**src/rtl/deserializer.sv**
```systemverilog
// deserializer
//   Collects serial bits qualified by write_in, assembles WIDTH-bit words
//   MSB-first and hands each word downstream with a ready/ack handshake.
//   status_out tells the serial source to stall while a word is pending.
//
// Ports
//   clock_100k  : sole clock, rising edge
//   reset       : synchronous, active-low
//   data_in     : serial data bit
//   write_in    : data_in valid this cycle
//   ack_in      : downstream has consumed data_out
//   data_out    : last completed word (held until the next word completes)
//   data_ready  : data_out holds an unacknowledged word
//   status_out  : busy; upstream must not assert write_in
//   overrun_out : sticky; a bit arrived while busy (cleared only by reset)
//
// state     | meaning
// ----------+---------------------------------------------------
// RECEIVING | shifting in bits, ack_in ignored
// WAIT_ACK  | word complete, waiting for ack_in; bits discarded

module deserializer #(
  parameter int WIDTH = 8
) (
  input  logic             clock_100k,
  input  logic             reset,
  input  logic             data_in,
  input  logic             write_in,
  input  logic             ack_in,
  output logic [WIDTH-1:0] data_out,
  output logic             data_ready,
  output logic             status_out,
  output logic             overrun_out
);

  localparam int            CW       = (WIDTH > 1) ? $clog2(WIDTH) : 1;
  localparam logic [CW-1:0] LAST_BIT = CW'(WIDTH - 1);

  typedef enum logic {
    RECEIVING = 1'b0,
    WAIT_ACK  = 1'b1
  } state_t;

  state_t           state, state_nxt;
  logic [CW-1:0]    count, count_nxt;
  logic [WIDTH-1:0] shift, shift_nxt;
  logic [WIDTH-1:0] data_nxt;
  logic             ready_nxt, status_nxt, overrun_nxt;

  always_ff @(posedge clock_100k) begin
    if (!reset) begin
      state       <= RECEIVING;
      count       <= '0;
      shift       <= '0;
      data_out    <= '0;
      data_ready  <= 1'b0;
      status_out  <= 1'b0;
      overrun_out <= 1'b0;
    end else begin
      state       <= state_nxt;
      count       <= count_nxt;
      shift       <= shift_nxt;
      data_out    <= data_nxt;
      data_ready  <= ready_nxt;
      status_out  <= status_nxt;
      overrun_out <= overrun_nxt;
    end
  end

  always_comb begin
    state_nxt   = state;
    count_nxt   = count;
    shift_nxt   = shift;
    data_nxt    = data_out;
    ready_nxt   = data_ready;
    status_nxt  = status_out;
    overrun_nxt = overrun_out;

    case (state)
      RECEIVING: begin
        if (write_in) begin
          if (count == LAST_BIT) begin
            // Final bit goes straight into data_out on the same edge.
            data_nxt   = {shift[WIDTH-2:0], data_in};
            count_nxt  = '0;
            shift_nxt  = '0;
            ready_nxt  = 1'b1;
            status_nxt = 1'b1;
            state_nxt  = WAIT_ACK;
          end else begin
            shift_nxt = {shift[WIDTH-2:0], data_in};
            count_nxt = count + CW'(1);
          end
        end
      end

      WAIT_ACK: begin
        // A bit offered while busy is dropped, even alongside ack_in.
        if (write_in) begin
          overrun_nxt = 1'b1;
        end
        if (ack_in) begin
          ready_nxt  = 1'b0;
          status_nxt = 1'b0;
          state_nxt  = RECEIVING;
        end
      end

      default: begin
        state_nxt = RECEIVING;
      end
    endcase
  end

endmodule

```
**config.mk**
```make
export PLATFORM = sky130hd
export DESIGN_NAME = deserializer
export DESIGN_NICKNAME = d
export VERILOG_FILES = /design/src/rtl/deserializer.sv
export SDC_FILE = /design/constraint.sdc
export NUM_CORES = 1
export LEC_CHECK = 0
export BUFFER_PORTS_ARGS = -buffer_cell sky130_fd_sc_hd__buf_4
export CAP_MARGIN = 15
export CELL_PAD_IN_SITES_DETAIL_PLACEMENT = 1
export CELL_PAD_IN_SITES_GLOBAL_PLACEMENT = 1
export CORE_MARGIN = 2
export CORE_UTILIZATION = 42
export DETAILED_ROUTE_END_ITERATION = 7
export HOLD_SLACK_MARGIN = 0.06
export PLACE_DENSITY_LB_ADDON = 0.1
export SYNTH_ARGS = -nofsm -noshare
export SYNTH_HDL_FRONTEND = slang
export SYNTH_SLANG_ARGS = --single-unit
export TNS_END_PERCENT = 100
```
**constraint.sdc**
```tcl
create_clock -name clock_100k -period 2.83 [get_ports clock_100k]
set_input_delay 0.566 -clock clock_100k [delete_from_list [all_inputs] [get_ports clock_100k]]
set_output_delay 0.566 -clock clock_100k [all_outputs]
set_load 0.1 [all_outputs]
```
# Word level (Yosys, flattened, before mapping)

Index checks and enable logic that the tools add are counted.

Eq/ne operators: 4
Add/sub/neg operators: 1
Bitwise logic cells: 1
Reduce and logical (&&, ||, !) cells: 4
Multiplexer cells: 10

Operators by type and width:

| cell                | number |
|---|---|
| $mux 7              | 1 |
| $mux 1              | 6 |
| $ne 2x2->1 const B  | 3 |
| $reduce_and 3->1    | 2 |
| $pmux 1 s2          | 2 |
| $reduce_and 2->1    | 2 |
| $add 3x1->3 const B | 1 |
| $eq 3x3->1 const B  | 1 |
| $mux 3              | 1 |
| $not 1->1           | 1 |

Register bits: 21
Bits of input ports: 5
Word-level logic and storage cells: 26

# Logic depth before layout (Yosys ltp)

Gate-level depths: netlist of the first run.

Word-level depth: 4
Depth in mapped cells: 6
Mapped depth without buffers: 5

# Worst setup path after synthesis of the first run

OpenSTA, ideal clock, no wires.

Path kind: reg2out
Start point: register status_out
End point: output status_out
Buffers on the path: 1
Arrival time: 1373 ps
Path slack: 891 ps
Stages on the path, launching flop included: 2
Path through: dfxtp_1 > buf_4

RTL lines:

| item                   | line | RTL |
|---|---|---|
| start, declared        | 32   | `output logic status_out,` |
| start signal, assigned | 65   | `status_out <= status_nxt;` |

No word-level cell between the ends.

# Worst setup path in the final report of the first run

Start point: register count[0]
End point: register data_out[6]

Cells in the longest elaborated chain, start to end: 2

RTL lines:

| item                              | line | RTL |
|---|---|---|
| start, declared                   | 45   | `logic [CW-1:0] count, count_nxt;` |
| start signal, assigned            | 61   | `count <= count_nxt;` |
| $eq 3x3->1                        | 82   | `if (count == LAST_BIT) begin` |
| $reduce_and 3->1 (no source line) | -    |  |
| end signal, assigned              | 63   | `data_out <= data_nxt;` |
| end, declared                     | 30   | `output logic [WIDTH-1:0] data_out,` |

Every way passes these cells.
A chain may end at the register's enable or synchronous reset.

==> metrics.md, run 1 <==
| Metric | Value |
|---|---|
| Status | completed |
| First-pass iteration count of the detailed router | 2 |
| Final Non-Filler Cells | between 100 and 150 |
| Tcrit/Tclk final | between 50% and 60% |
| Core ar. | around 0.0020 mm^2 |
| Top cell type by total area after synthesis | dfxtp_1 |
| Syn avg cell area | approximately 8.9 um^2 |
| Post-CTS Setup Bufs | 0 |
| Die width | approximately 49 um |
| Worst EP arrival | between 1.5 and 2 ns |
| First-pass GRT wire length | approximately 2900 um |
| Syn Inst Count | 97 |
| Net count, final | around 120 |
| Worst hold path class | reg -> reg |
| Largest cells by area after synthesis | dfxtp_1 (49%), nand3_1 (9.2%), nand2_1 (8.7%), a21boi_1 (7.8%), nand3b_1 (7.8%) |
| H-Tree Depth | 1 |
| Initial core utilization | between 40% and 50% |
| N_diodes | 0 |
| Routed WL | ~1800 um |
| Maxcap violations | 0 |
| Seq pwr share | a little under two thirds |
| Layout cell share with drive strength beyond 1 | between 15 and 20% |
| Power Internal | 0.000366 W |
| Wire per inst | 13.0 um |
| CP Max Fanout | 9 |
| CTS tree | yes |
| Switching share of power | 22.8% |
| Vias in the first global route | ~660 |
| Clock root cell | clkbuf_4 |
| Setup tns final | 0 ns |
| Max-slew headroom | 53.9% |
| Row cnt | 16 |
| Area Overhead vs Synth | 15.6% |
| DP HPWL | approximately 1300 um |
| Synth warn | 0 |
| Slew @ Worst Pin | 0.690 ns |
| Crit start category | flop |
| Largest net degree at the start of global routing | 30 |
| RSZ-0062 raised after global routing | false |
| Post-cts sizing count | 0 |
| Congestion Overflow GR | 0 |
| Placed cell count | around 130 |
| Via/cell ratio | just over 5 |
| Final Hold Fails | 0 |
| CTS Buf Count | 3 |
| Pins over their slew limit | 0 |
| Max clock buf depth | 2 |
| Clock network power share | a little under a third |
| Clock transition at path regs | roughly 0.11 ns |
| FF+latch count, synth | 21 |
| Post-CTS Hold Buffers | 0 |
| Final setup viols | 0 |
| Switching Power | roughly 0.00011 W |
| Mapped Nets | between 100 and 150 |
| Total track usage | approximately 16% |
| Worst-Skew Late Latency | approximately 0.3 ns |
| I/O pin total | 16 |
| Sequential share of the synthesized area | between 40% and 50% |
| PD cells | between 400 and 500 mW/mm^2 |
| GP Congestion | 0.693 |
| Distinct cells, synth | 16 |
| Post-route DRC violation count | 0 |
| Worst setup path category | reg -> reg |
| Cell area after synthesis | 866 um^2 |
| Comb power frac | between 5 and 6% |
| Remaining antenna violation count | 0 |
| Routed vias | about 690 |
| Yosys top cell area share | between 40% and 50% |
| First DRT Iteration DRCs | 9 |
| Worst EP required | slightly above 3 ns |
| Die Height | roughly 49 um |
| Max VDD drop | around 0.33 mV |
| Final setup skew | approximately 0.0027 ns |
| Critical path capture point type | flop |
| Sink Count | 21 |
| Total power | 0.000474 W |
| Minimum clock period | 1.54 ns |
| PortBufs | 15 |
| P_leak | around 0.43 nW |
| Initial antenna violation count | 0 |
| Fmax | 650 MHz |
| Die area | approximately 0.0024 mm^2 |
[flip-flops by register name, indices dropped and copies added, names as in the netlist]
signal,flops
state,1
shift,7
data_out,8
status_out,1
overrun_out,1
count,3
[power by group through the flow]
stage          combinational (W)  sequential [W]  clock, W
2_1_floorplan          0.0000192        0.000309         0
3_3_place_gp           0.0000257        0.000309         0
3_5_place_dp           0.0000273        0.000309         0
4_1_cts                0.0000274        0.000303  0.000150
5_1_grt                0.0000303        0.000303  0.000159
6_report               0.0000270        0.000303  0.000144
[cells in the mapped netlist]
| master | count |
|---|---|
| dfxtp_1 | 21 |
| nand2_1 | 20 |
| nand3_1 | 16 |
| a21boi_1 | 9 |
| nand3b_1 | 9 |
| nor2b_1 | 4 |
| buf_2 | 3 |
| ha_1 | 3 |
| a21oi_1 | 2 |
| buf_4 | 2 |
| clkbuf_1 | 2 |
| mux2i_1 | 2 |
| and2_1 | 1 |
| and3b_1 | 1 |
| nand2b_1 | 1 |
| nor2_1 | 1 |
[through the flow]
step	cell area (um^2)	hold WS, ns	worst slack [ns]	util [%]
floorplan	866	0.431	0.891	-
global placement	975	0.437	1.20	49.7
detailed placement	975	0.444	1.12	49.7
CTS	1000	0.460	1.26	51.0
global route	1000	0.486	1.16	51.0
finish	1000	0.457	1.29	51.0
[kinds of logic (layout without fill, tap and decap cells)]
logic type	count (synthesis)	count (layout)	share of synthesized area [%]
AOI/OAI and AO/OA	11	11	8.96
adders and majority gates	3	3	4.34
buffers and inverters	7	19	4.33
DFF	21	21	48.6
muxes	2	2	2.31
and+or+nand+nor	53	53	31.5
[worst max-delay path, cell delays in order, from the launching register on]
cell and delay (ns):
dfxtp_1 0.39, ha_1 0.19, ha_1 0.28, and3b_1 0.42, nand3_1 0.14, nand2_1 0.08
[worst paths after layout]
path | from | to | slack, ns | cells after the start
min reg2reg | data_out[1] | data_out[1] | 0.46 | 2
max reg2reg | count[0] | data_out[6] | 1.29 | 5
max | count[0] | data_out[6] | 1.29 | 5
min | data_out[1] | data_out[1] | 0.46 | 2
[layout by cell type, fill, tap and decap left out]
cell type / count
dfxtp_1: 21
nand2_1: 20
nand3_1: 16
buf_4: 15
a21boi_1: 9
nand3b_1: 9
nor2b_1: 4
ha_1: 3
clkbuf_4: 3
mux2i_1: 2
a21oi_1: 2
and2_1: 1
nand2b_1: 1
and3b_1: 1
nor2_1: 1
clkbuf_1: 1
[final cells by class]
type / count / area, um^2
clock buffer: 4 / 26.3
sequential: 21 / 420
tap: 27 / 33.8
fill: 253 / 961
timing repair buffer: 15 / 113
multi-input combinational: 69 / 408
[routing by layer]
metal	vias to the layer above	part of all wire [%]	track usage (%)
li1	351	-	-
met1	323	48	20.3
met2	13	46	25.7
met3	2	4.0	2.76
met4	0	1.5	5.56
met5	-	0	0
(Power assumes the default switching activity.)
==> inputs of run 2 (changes only) <==
--- a/config.mk
+++ b/config.mk
@@ -10,7 +10,7 @@
 export CELL_PAD_IN_SITES_DETAIL_PLACEMENT = 1
 export CELL_PAD_IN_SITES_GLOBAL_PLACEMENT = 1
 export CORE_MARGIN = 2
-export CORE_UTILIZATION = 42
+export CORE_UTILIZATION = 39
 export DETAILED_ROUTE_END_ITERATION = 7
 export HOLD_SLACK_MARGIN = 0.06
 export PLACE_DENSITY_LB_ADDON = 0.1
==> constraint.sdc (replaced) <==
create_clock -name clock_100k -period 1.5 [get_ports clock_100k]
set_input_delay 0.3 -clock clock_100k [delete_from_list [all_inputs] [get_ports clock_100k]]
set_output_delay 0.3 -clock clock_100k [all_outputs]
set_load 0.1 [all_outputs]
==> run 2 against run 1 <==
Non-clock buffer count grew 2. Combinational power grew 88%. Final area grew 2.0%. Via count grew 0.29%. Cell count grew 2.2%. Global-route usage grew 0.11 points. Clock-buffer cell count shrank 1. Largest cell class unchanged. Largest power group unchanged.
==> metrics.md, run 2 (same netlist as run 1, synthesis figures left out) <==
| Metric | Value |
|---|---|
| Final setup skew | 0.00431 ns (+0.00160 ns) |
| Core ar. | 0.00215 mm^2 (+9.5%) |
| Maxcap violations | 0 (unchanged) |
| CTS Buf Count | 3 (unchanged) |
| Total power | 0.000892 W (+88%) |
| Final Hold Fails | 0 (unchanged) |
| Post-CTS Hold Buffers | 0 (unchanged) |
| Crit-path max cell delay | 0.37 ns (-0.05 ns) |
| Tcrit/Tclk final | 88.5% (+34 points) |
| Max reg flops | 8 (unchanged) |
| Worst-path cell chain | ha_1 > ha_1 > nand3b_1 > nand3_1 > nand2_1 |
| Critical path capture point type | flop |
| Worst EP required | 1.70 ns (-1.39 ns) |
| GP Congestion | 0.667 (-3.8%) |
| Initial core utilization | 40.3% (-3.8 points) |
| Largest net degree at the start of global routing | 30 (unchanged) |
| Net count, final | 120 (+1.7%) |
| H-Tree Depth | 1 (unchanged) |
| Fin area | 0.00102 mm^2 (+2.0%) |
| Routed vias | 691 (+0.29%) |
| Post-route DRC violation count | 0 (unchanged) |
| Worst setup path category | reg -> reg |
| Setup tns final | 0 ns (unchanged) |
| Pins over their slew limit | 0 (unchanged) |
| Total track usage | 15.7% (+0.11 points) |
| Congestion Overflow GR | 0 (unchanged) |
| Top cell by count, worst path | ha_1 |
| Minimum clock period | 1.33 ns (-0.212 ns) |
| Slew @ Worst Pin | 0.323 ns (-0.367 ns) |
| DP HPWL | 1230 um (-2.9%) |
| Die Height | 51.1 um (+3.5%) |
| Max clock buf depth | 2 (unchanged) |
| Row cnt | 17 (+1) |
| Worst-Skew Late Latency | 0.30 ns (about the same) |
| First-pass iteration count of the detailed router | 4 (+2) |
| Routed WL | 1680 um (-5.0%) |
| Clock transition at path regs | 0.12 ns (about the same) |
| Fmax | 753 MHz (+16%) |
| N_diodes | 0 (unchanged) |
| Die area | 0.00261 mm^2 (+7.0%) |
| First-pass GRT wire length | 3010 um (+2.6%) |
| CP Max Fanout | 8 (-1) |
| Top flop regs | data_out x8, shift x7, count x3 |
| Initial antenna violation count | 0 (unchanged) |
| Clock root cell | clkbuf_4 |
| Status | completed |
| Max VDD drop | 0.502 mV (+52%) |
| Post-cts sizing count | 0 (unchanged) |
| Layout cell share with drive strength beyond 1 | 20.7% (+4.2 points) |
| Most frequent cells in the layout | nand2_1 (20), dfxtp_1 (20), buf_4 (17), nand3_1 (16) |
| PortBufs | 15 (unchanged) |
| CTS tree | yes |
| Via/cell ratio | 4.97 (-1.9%) |
| P_leak | 0.444 nW (+3.0%) |
| PD cells | 874 mW/mm^2 (+85%) |
| RSZ-0062 raised after global routing | false |
| Max-slew headroom | 78.5% (+25 points) |
| CP max stage cell | dfxtp_1 |
| Crit start category | flop |
| Fillers | 260 (+2.8%) |
| Area Overhead vs Synth | 17.9% |
| Wire per inst | 12.1 um (-7.1%) |
| Remaining antenna violation count | 0 (unchanged) |
| Worst EP arrival | 1.53 ns (-0.26 ns) |
| Vias in the first global route | 693 (+4.4%) |
| Placed Instance Area | 992 um^2 (+1.8%) |
| Worst hold path class | in -> reg |
| Die width | 51.1 um (+3.5%) |
| Final setup viols | 0 (unchanged) |
| I/O pin total | 16 (unchanged) |
| Top reg by flops | data_out |
| Sink Count | 21 (unchanged) |
| Post-CTS Setup Bufs | 0 (unchanged) |
| First DRT Iteration DRCs | 4 (-5) |
[run 2: area by class of cell]
class                   instances  area [um^2]  area share [%]
flip-flops and latches         21          422            41.3
repair buffers                 17          128            12.5
clock inverters                 1         5.00           0.490
multi-input cells              69          409            40.1
well taps                      28         35.0            3.43
clock buffers                   3         22.5            2.21
[run 2: final timing paths]
check / from / end / slack (ns) / depth (start not counted)
max: count[0] / data_out[1] / 0.17 / 5
min: data_in / data_out[0] / 0.25 / 3
max reg2reg: count[0] / data_out[1] / 0.17 / 5
min reg2reg: data_out[7] / data_out[7] / 0.46 / 2
[run 2: layer usage]
layer  share of wire [%]  track usage (%)  up-vias
li1                    -                -      355
met1                  51             19.6      324
met2                  44             25.5       10
met3                 4.1             2.92        2
met4                0.77             8.11        0
met5                   0                0        -
[run 2: where the power goes]
group          switching [W]  internal [W]
Sequential        0.00000541      0.000565
Clock               0.000172     0.0000994
Combinational      0.0000281     0.0000227
[run 2: worst max-delay path, delay by kind of cell, from the launching register on]
family | cells | cell delay [ns]
flip-flops | 1 | 0.37
AND/OR/NAND/NOR | 3 | 0.48
adder cells (fa/ha/maj) | 2 | 0.37
[run 2: per-stage QoR]
| step | hold WS, ns | util, % | setup WS [ns] | std cells |
|---|---|---|---|---|
| after global placement | 0.438 | 46.2 | 0.214 | 135 |
| after detailed placement | 0.446 | 46.2 | 0.171 | 135 |
| final | 0.246 | 47.5 | 0.173 | 139 |
| after floorplan | 0.430 | - | 0.168 | 97 |
| after CTS | 0.240 | 47.5 | 0.146 | 139 |
| after global routing | 0.267 | 47.5 | 0.0175 | 139 |
